## src/rtl/axi4lite_ammrt_bridge_if.sv

```systemverilog
// Avalon-MM signal bundle driven by the AXI4-Lite bridge (master) toward
// register banks and memories (slave).
interface ammrt_if #(
  parameter int P_ASIZE  = 32,
  parameter int P_DBYTES = 4
);
  logic [P_ASIZE-1:0]    address;
  logic                  read;
  logic                  write;
  logic [P_DBYTES*8-1:0] writedata;
  logic [P_DBYTES-1:0]   byteenable;
  logic                  waitrequest;
  logic [P_DBYTES*8-1:0] readdata;
  logic                  readdatavalid;

  modport master (output address, read, write, writedata, byteenable,
                  input  waitrequest, readdata, readdatavalid);
  modport slave  (input  address, read, write, writedata, byteenable,
                  output waitrequest, readdata, readdatavalid);
endinterface

```

## src/rtl/axi4lite_ammrt_bridge.sv

```systemverilog
// AXI4-Lite slave to Avalon-MM master bridge, one transaction in flight,
// pipelined reads with an optional readdatavalid timeout returning SLVERR.
module axi4lite_ammrt_bridge #(
  parameter int P_ASIZE   = 32,
  parameter int P_DBYTES  = 4,
  parameter int P_TIMEOUT = 256
) (
  input  logic                  clk,
  input  logic                  rst_n,
  input  logic [P_ASIZE-1:0]    s_awaddr,
  input  logic                  s_awvalid,
  output logic                  s_awready,
  input  logic [P_DBYTES*8-1:0] s_wdata,
  input  logic [P_DBYTES-1:0]   s_wstrb,
  input  logic                  s_wvalid,
  output logic                  s_wready,
  output logic [1:0]            s_bresp,
  output logic                  s_bvalid,
  input  logic                  s_bready,
  input  logic [P_ASIZE-1:0]    s_araddr,
  input  logic                  s_arvalid,
  output logic                  s_arready,
  output logic [P_DBYTES*8-1:0] s_rdata,
  output logic [1:0]            s_rresp,
  output logic                  s_rvalid,
  input  logic                  s_rready,
  ammrt_if.master               avm
);
  localparam int DW      = P_DBYTES * 8;
  localparam int CW      = (P_TIMEOUT > 1) ? $clog2(P_TIMEOUT) : 1;
  localparam int TO_LAST = (P_TIMEOUT > 0) ? P_TIMEOUT - 1 : 0;

  typedef enum logic [2:0] {IDLE, WR_CMD, WR_RSP, RD_CMD, RD_WAIT, RD_RSP} state_e;

  typedef struct packed {
    logic [P_ASIZE-1:0]  addr;
    logic [DW-1:0]       data;
    logic [P_DBYTES-1:0] strb;
  } cmd_t;

  state_e        state_q, state_d;
  cmd_t          cmd_q, cmd_d;
  logic [DW-1:0] rdata_q, rdata_d;
  logic [1:0]    rresp_q, rresp_d;
  logic [CW-1:0] cnt_q, cnt_d;
  logic          last_rd_q, last_rd_d;
  logic          wr_cand, rd_cand, pick_wr, timeout_hit;

  always_ff @(posedge clk or negedge rst_n) begin
    if (!rst_n) begin
      state_q   <= IDLE;
      cmd_q     <= '0;
      rdata_q   <= '0;
      rresp_q   <= 2'b00;
      cnt_q     <= '0;
      last_rd_q <= 1'b1;
    end else begin
      state_q   <= state_d;
      cmd_q     <= cmd_d;
      rdata_q   <= rdata_d;
      rresp_q   <= rresp_d;
      cnt_q     <= cnt_d;
      last_rd_q <= last_rd_d;
    end
  end

  assign wr_cand     = s_awvalid && s_wvalid;
  assign rd_cand     = s_arvalid;
  // Contested cycle alternates; last_rd resets high so a write goes first.
  assign pick_wr     = wr_cand && (!rd_cand || last_rd_q);
  assign timeout_hit = (P_TIMEOUT != 0) && (cnt_q == CW'(TO_LAST));

  always_comb begin
    state_d   = state_q;
    cmd_d     = cmd_q;
    rdata_d   = rdata_q;
    rresp_d   = rresp_q;
    cnt_d     = cnt_q;
    last_rd_d = last_rd_q;
    s_awready = 1'b0;
    s_wready  = 1'b0;
    s_arready = 1'b0;
    case (state_q)
      IDLE: begin
        if (pick_wr) begin
          s_awready  = 1'b1;
          s_wready   = 1'b1;
          cmd_d.addr = s_awaddr;
          cmd_d.data = s_wdata;
          cmd_d.strb = s_wstrb;
          last_rd_d  = 1'b0;
          state_d    = WR_CMD;
        end else if (rd_cand) begin
          s_arready  = 1'b1;
          cmd_d.addr = s_araddr;
          last_rd_d  = 1'b1;
          state_d    = RD_CMD;
        end
      end
      WR_CMD: if (!avm.waitrequest) state_d = WR_RSP;
      WR_RSP: if (s_bready) state_d = IDLE;
      RD_CMD: begin
        if (!avm.waitrequest) begin
          cnt_d   = '0;
          state_d = RD_WAIT;
        end
      end
      RD_WAIT: begin
        if (avm.readdatavalid) begin
          rdata_d = avm.readdata;
          rresp_d = 2'b00;
          state_d = RD_RSP;
        end else if (timeout_hit) begin
          rdata_d = '0;
          rresp_d = 2'b10;
          state_d = RD_RSP;
        end else begin
          cnt_d = cnt_q + 1'b1;
        end
      end
      RD_RSP: if (s_rready) state_d = IDLE;
      default: state_d = IDLE;
    endcase
  end

  assign s_bresp  = 2'b00;
  assign s_bvalid = (state_q == WR_RSP);
  assign s_rvalid = (state_q == RD_RSP);
  assign s_rdata  = rdata_q;
  assign s_rresp  = rresp_q;

  // Command fields come straight from the capture register, so they stay
  // stable for the whole waitrequest stall.
  assign avm.address    = cmd_q.addr;
  assign avm.writedata  = cmd_q.data;
  assign avm.write      = (state_q == WR_CMD);
  assign avm.read       = (state_q == RD_CMD);
  assign avm.byteenable = (state_q == WR_CMD) ? cmd_q.strb :
                          (state_q == RD_CMD) ? {P_DBYTES{1'b1}} : '0;
endmodule

```

## src/flat_wrapper.sv

```systemverilog
// flat-port wrapper written by rule: the top's interface ports become plain ports
module axi4lite_ammrt_bridge_flat 
#(
  parameter int P_ASIZE   = 32,
  parameter int P_DBYTES  = 4,
  parameter int P_TIMEOUT = 256
)
  (clk, rst_n, s_awaddr, s_awvalid, s_awready, s_wdata, s_wstrb, s_wvalid, s_wready, s_bresp, s_bvalid, s_bready, s_araddr, s_arvalid, s_arready, s_rdata, s_rresp, s_rvalid, s_rready, avm_address, avm_read, avm_write, avm_writedata, avm_byteenable, avm_waitrequest, avm_readdata, avm_readdatavalid);
  ammrt_if #(.P_ASIZE(P_ASIZE), .P_DBYTES(P_DBYTES)) avm_i ();
  input  logic clk;
  input  logic rst_n;
  input  logic [P_ASIZE-1:0] s_awaddr;
  input  logic s_awvalid;
  output logic s_awready;
  input  logic [P_DBYTES*8-1:0] s_wdata;
  input  logic [P_DBYTES-1:0] s_wstrb;
  input  logic s_wvalid;
  output logic s_wready;
  output logic [1:0] s_bresp;
  output logic s_bvalid;
  input  logic s_bready;
  input  logic [P_ASIZE-1:0] s_araddr;
  input  logic s_arvalid;
  output logic s_arready;
  output logic [P_DBYTES*8-1:0] s_rdata;
  output logic [1:0] s_rresp;
  output logic s_rvalid;
  input  logic s_rready;
  output wire logic [$bits(avm_i.address)-1:0] avm_address;
  output wire logic [$bits(avm_i.read)-1:0] avm_read;
  output wire logic [$bits(avm_i.write)-1:0] avm_write;
  output wire logic [$bits(avm_i.writedata)-1:0] avm_writedata;
  output wire logic [$bits(avm_i.byteenable)-1:0] avm_byteenable;
  input wire logic [$bits(avm_i.waitrequest)-1:0] avm_waitrequest;
  input wire logic [$bits(avm_i.readdata)-1:0] avm_readdata;
  input wire logic [$bits(avm_i.readdatavalid)-1:0] avm_readdatavalid;
  assign avm_address = avm_i.address;
  assign avm_read = avm_i.read;
  assign avm_write = avm_i.write;
  assign avm_writedata = avm_i.writedata;
  assign avm_byteenable = avm_i.byteenable;
  assign avm_i.waitrequest = avm_waitrequest;
  assign avm_i.readdata = avm_readdata;
  assign avm_i.readdatavalid = avm_readdatavalid;
  axi4lite_ammrt_bridge #(.P_ASIZE(P_ASIZE), .P_DBYTES(P_DBYTES), .P_TIMEOUT(P_TIMEOUT)) u_core (.clk(clk), .rst_n(rst_n), .s_awaddr(s_awaddr), .s_awvalid(s_awvalid), .s_awready(s_awready), .s_wdata(s_wdata), .s_wstrb(s_wstrb), .s_wvalid(s_wvalid), .s_wready(s_wready), .s_bresp(s_bresp), .s_bvalid(s_bvalid), .s_bready(s_bready), .s_araddr(s_araddr), .s_arvalid(s_arvalid), .s_arready(s_arready), .s_rdata(s_rdata), .s_rresp(s_rresp), .s_rvalid(s_rvalid), .s_rready(s_rready), .avm(avm_i));
endmodule
```

## config.mk

```make
export PLATFORM = sky130hd
export DESIGN_NAME = axi4lite_ammrt_bridge_flat
export DESIGN_NICKNAME = d
export VERILOG_FILES = /design/src/rtl/axi4lite_ammrt_bridge_if.sv /design/src/rtl/axi4lite_ammrt_bridge.sv /design/src/flat_wrapper.sv
export SDC_FILE = /design/constraint.sdc
export NUM_CORES = 1
export LEC_CHECK = 0
export ABC_AREA = 1
export BUFFER_PORTS_ARGS = -buffer_cell sky130_fd_sc_hd__buf_4
export CAP_MARGIN = 5
export CORE_MARGIN = 2
export CORE_UTILIZATION = 48
export DETAILED_ROUTE_END_ITERATION = 10
export HOLD_SLACK_MARGIN = 0.02
export PLACE_DENSITY = 0.81
export SYNTH_ARGS = -nofsm -noshare
export SYNTH_HDL_FRONTEND = slang
export SYNTH_SLANG_ARGS = --single-unit
```

## constraint.sdc

```tcl
create_clock -name clk -period 1.94 [get_ports clk]
set_input_delay 0.097 -clock clk [delete_from_list [all_inputs] [get_ports clk]]
set_output_delay 0.097 -clock clk [all_outputs]
set_load 0.05 [all_outputs]
```

==> impl_summary.log <==
INFO  metric maxClockFrequency = around 550 MHz
INFO  metric ys_warn_count = 0
INFO  metric grt-ovfl-total = 0
INFO  metric final.setup_skew = 8.97 ps
INFO  metric grt_antenna_before_repair = 0
INFO  metric grt_start_max_net_pins = 45
INFO  metric fp-row-count = 39
INFO  metric finalSetupViolCount = 0
INFO  metric ff_latch_area = 2830 um^2
INFO  metric track_usage = a little over a quarter
INFO  metric power_density_relative_to_cell_area = around 1700 nW/um^2
INFO  metric timing.critical_path.required = around 1800 ps
INFO  metric cts_buffers = 17
INFO  metric multi_input_area = 2010 um^2
INFO  metric timing.critical_path.max_delay_family = flip-flops
INFO  metric seq_area_frac_synth = about 50%
INFO  metric timing.slew.headroom = about 57%
INFO  metric worstPathCellList = inv_1 -> nand2_1 -> nand2_4 -> nor2_4 -> buf_12 -> buf_6
INFO  metric hold_viol = 0
INFO  metric hold_path.startpoint = s_araddr[13]
INFO  metric place.gp.congestion = 0.853
INFO  metric drive_above_1_share = around 36%
INFO  metric synth_area_per_cell = 8.32 um^2
INFO  metric grt_pass1_vias = between 5000 and 6000
INFO  metric worst_setup_path_startpoint = u_core.last_rd_q$_DFFE_PN1P_
INFO  metric worstPathMaxFanout = 20
INFO  metric wl_per_cell = roughly 15 um
INFO  metric routed_wl = between 15000 and 20000 um
INFO  metric worstPathBufferInverterCount = 3
INFO  metric floorplan.initialDensity = about half
INFO  metric power.ir.vdd_worst = roughly 1.4 mV
INFO  metric tightestPinTransition = around 640 ps
INFO  metric drt_drc_violations_left = 0
INFO  metric drtIter0Drc = about 280
INFO  metric antenna-diode-count = 0
INFO  metric numnets_final = between 1000 and 1500
INFO  metric slowest_stage = sky130_fd_sc_hd__dfstp_2
INFO  metric dr_total_vias = between 5000 and 6000
INFO  metric hold_path.class = in2reg
INFO  metric flow.area_growth_from_synthesis = 53.6%
INFO  metric tritoncts = built
INFO  metric syn-instance-count = around 680
INFO  metric power.leakage = between 0.004 and 0.005 uW
INFO  metric viasPerCell = between 4 and 5
INFO  metric max-cap-violations = 0
INFO  metric post-route-period-util = between 90% and 100%
INFO  metric setup_ws = between 100 and 150 ps
INFO  metric drt.antenna.violating_nets = 0
INFO  metric syn_area = between 5000 and 6000 um^2
INFO  metric grt_setup_unrepaired = no
INFO  metric final.fill_count = about 820
INFO  metric setup.worst_path.class = reg2out
INFO  metric cts.root.buffer_cell = sky130_fd_sc_hd__clkbuf_16
INFO  metric design.portCount = between 200 and 300
INFO  metric worst_ep_arrival_time = 1730 ps
INFO  metric design.core.area = 11500 um^2
INFO  metric setup_tns = 0 ps
INFO  metric outcome = completed
INFO  metric hpwl_dp = between 10000 and 15000 um
INFO  metric tritoncts_num_sinks = roughly 110
INFO  metric cts-htree-levels = 4
INFO  metric slew_violations = 0
INFO  metric yosys_reg_bits = 113
INFO  metric dpl_ws = around 240 ps
INFO  metric clkLatencyLatePin = roughly 400 ps
INFO  metric worstSetupStartpointType = flop
INFO  metric drt_pass_1_iters = 5
INFO  metric yosysUniqueCellTypes = 27
INFO  metric grt_pass1_wl = between 20000 and 30000 um
INFO  metric worstSetupEndpointType = output pin
INFO  metric worstReg2RegStart = u_core.cnt_q[0]$_DFFE_PN0P_
INFO  metric min_period = about 1800 ps
INFO  metric die_x_extent = 112 um
INFO  metric die_height = between 100 and 150 um
INFO  metric cts.path.max_buffers = 2
INFO  metric port-buffer-count = between 200 and 250
INFO  metric cts.clk_slew.worst_paths = ~50 ps
INFO  metric die-area = 12700 um^2
INFO  metric cpPeakStageDelay = between 500 and 600 ps
==> worst paths after layout <==
| check | end | slack, ps | cells after the start |
|---|---|---|---|
| min in group asynchronous | u_core.avm.writedata[3]$_DFFE_PN0P_ | 180 | 2 |
| worst max-delay path | s_wready | 110 | 6 |
| worst min register to register | u_core.s_rdata[29]$_DFFE_PN0P_ | 470 | 2 |
| worst min-delay path | u_core.avm.address[13]$_DFFE_PN0P_ | 30 | 3 |
| max in group asynchronous | u_core.last_rd_q$_DFFE_PN1P_ | 1120 | 3 |
| worst max register to register | u_core.s_rdata[13]$_DFFE_PN0P_ | 320 | 9 |
==> repair_timing <==
action                     CTS  global route
gates resized for setup      3             1
hold buffers                96             0
buffers inserted             0             2
setup endpoints to repair    3             3
pin swaps                    0             2
cloned                       0             2
hold endpoints to repair   203             0
==> synth_stat cells <==
library cell	instances	area [um^2]
sky130_fd_sc_hd__dfrtp_1	112	2800
sky130_fd_sc_hd__nand3_1	13	65.1
sky130_fd_sc_hd__nor2_1	22	82.6
sky130_fd_sc_hd__nand2_4	1	11.3
sky130_fd_sc_hd__buf_12	1	20.0
sky130_fd_sc_hd__o21ai_2	19	166
sky130_fd_sc_hd__buf_8	1	15.0
sky130_fd_sc_hd__dfstp_2	1	26.3
sky130_fd_sc_hd__clkbuf_1	7	26.3
sky130_fd_sc_hd__xor2_1	1	8.76
sky130_fd_sc_hd__conb_1	1	3.75
sky130_fd_sc_hd__nand4_1	4	25.0
sky130_fd_sc_hd__inv_2	2	7.51
sky130_fd_sc_hd__buf_2	8	40.0
sky130_fd_sc_hd__o21ai_0	52	260
sky130_fd_sc_hd__buf_4	68	510
sky130_fd_sc_hd__nor2_4	3	33.8
sky130_fd_sc_hd__nor3b_1	1	7.51
sky130_fd_sc_hd__ha_1	1	12.5
sky130_fd_sc_hd__a21oi_1	2	10.0
sky130_fd_sc_hd__buf_6	10	113
sky130_fd_sc_hd__inv_1	27	101
sky130_fd_sc_hd__or2_2	32	200
sky130_fd_sc_hd__nand2_2	3	18.8
sky130_fd_sc_hd__nand2_1	285	1070
sky130_fd_sc_hd__o21bai_1	1	7.51
sky130_fd_sc_hd__nor3_1	1	5.00
==> registers in the layout, summed over array words and instances (netlist names) <==
register,flops
u_core.last_rd_q,1
u_core.cmd_q,4
u_core.cnt_q,8
u_core.avm.address,32
u_core.s_rresp,1
u_core.avm.writedata,32
u_core.state_q,3
u_core.s_rdata,32
==> kinds of logic after synthesis <==
kind of cell / count (synthesis) / share of synthesized area, %
other cells: 1 / 0.0664
flops: 113 / 50.1
buf+inv: 124 / 14.7
simple gates: 365 / 26.9
xor+xnor: 1 / 0.155
compound gates: 74 / 7.86
fa+ha+maj: 1 / 0.221
==> worst register-to-register path: stages, from the launching register on <==
cell,delay (ps)
sky130_fd_sc_hd__dfrtp_1,370
sky130_fd_sc_hd__ha_1,210
sky130_fd_sc_hd__nand2_1,60
sky130_fd_sc_hd__nor2_1,190
sky130_fd_sc_hd__nand2_1,110
sky130_fd_sc_hd__nand2_1,90
sky130_fd_sc_hd__nand2_2,40
sky130_fd_sc_hd__buf_4,230
sky130_fd_sc_hd__nand2_1,130
sky130_fd_sc_hd__nand2_1,70
==> where the power goes <==
group | switching (uW) | internal (uW)
Clock | 1060 | 1770
Combinational | 5730 | 2430
Sequential | 638 | 3410
Total | 7430 | 7610
==> cell type report <==
cell class                 count  share of cell area (%)
clock buffer                  20                    5.15
sequential                   113                    32.6
clock inverter                11                    1.05
tap                          143                    2.06
inverter                      29                    1.25
timing repair buffer         359                    34.7
multi-input combinational    445                    23.2
==> per-layer routing <==
metal	wire, um	GRT usage [%]	part of all wire, %
met5	0	0	0
met4	656	13.1	3.8
met3	859	5.99	5.0
met2	8960	47.6	52
met1	6800	31.8	39
==> layout by cell type, fill, tap and decap left out, drive strengths merged <==
cell           n
nand2        290
buf          262
dfrtp        112
dlygate4sd3   96
o21ai         71
or2           32
inv           29
nor2          25
clkbuf        21
nand3         13
clkinv         7
nand4          4
conb           3
clkinvlp       3
a21oi          2
nor3           1
xor2           1
o21bai         1
nor3b          1
ha             1
bufinv         1
dfstp          1
==> metrics by stage <==
| step | std cells | instance area, um^2 | hold WS [ps] | util [%] | power (uW) |
|---|---|---|---|---|---|
| 2_1_floorplan | 681 | 5660 | -199 | - | 10400 |
| 3_3_place_gp | 989 | 7110 | 60.1 | 62.0 | 11800 |
| 3_5_place_dp | 989 | 7110 | 61.6 | 62.0 | 11900 |
| 4_1_cts | 1116 | 8630 | 26.5 | 75.2 | 14900 |
| 5_1_grt | 1120 | 8680 | 59.1 | 75.7 | 15800 |
| 6_report | 1120 | 8680 | 28.8 | 75.7 | 15000 |
Note: power is estimated with default switching activity, not from simulation.
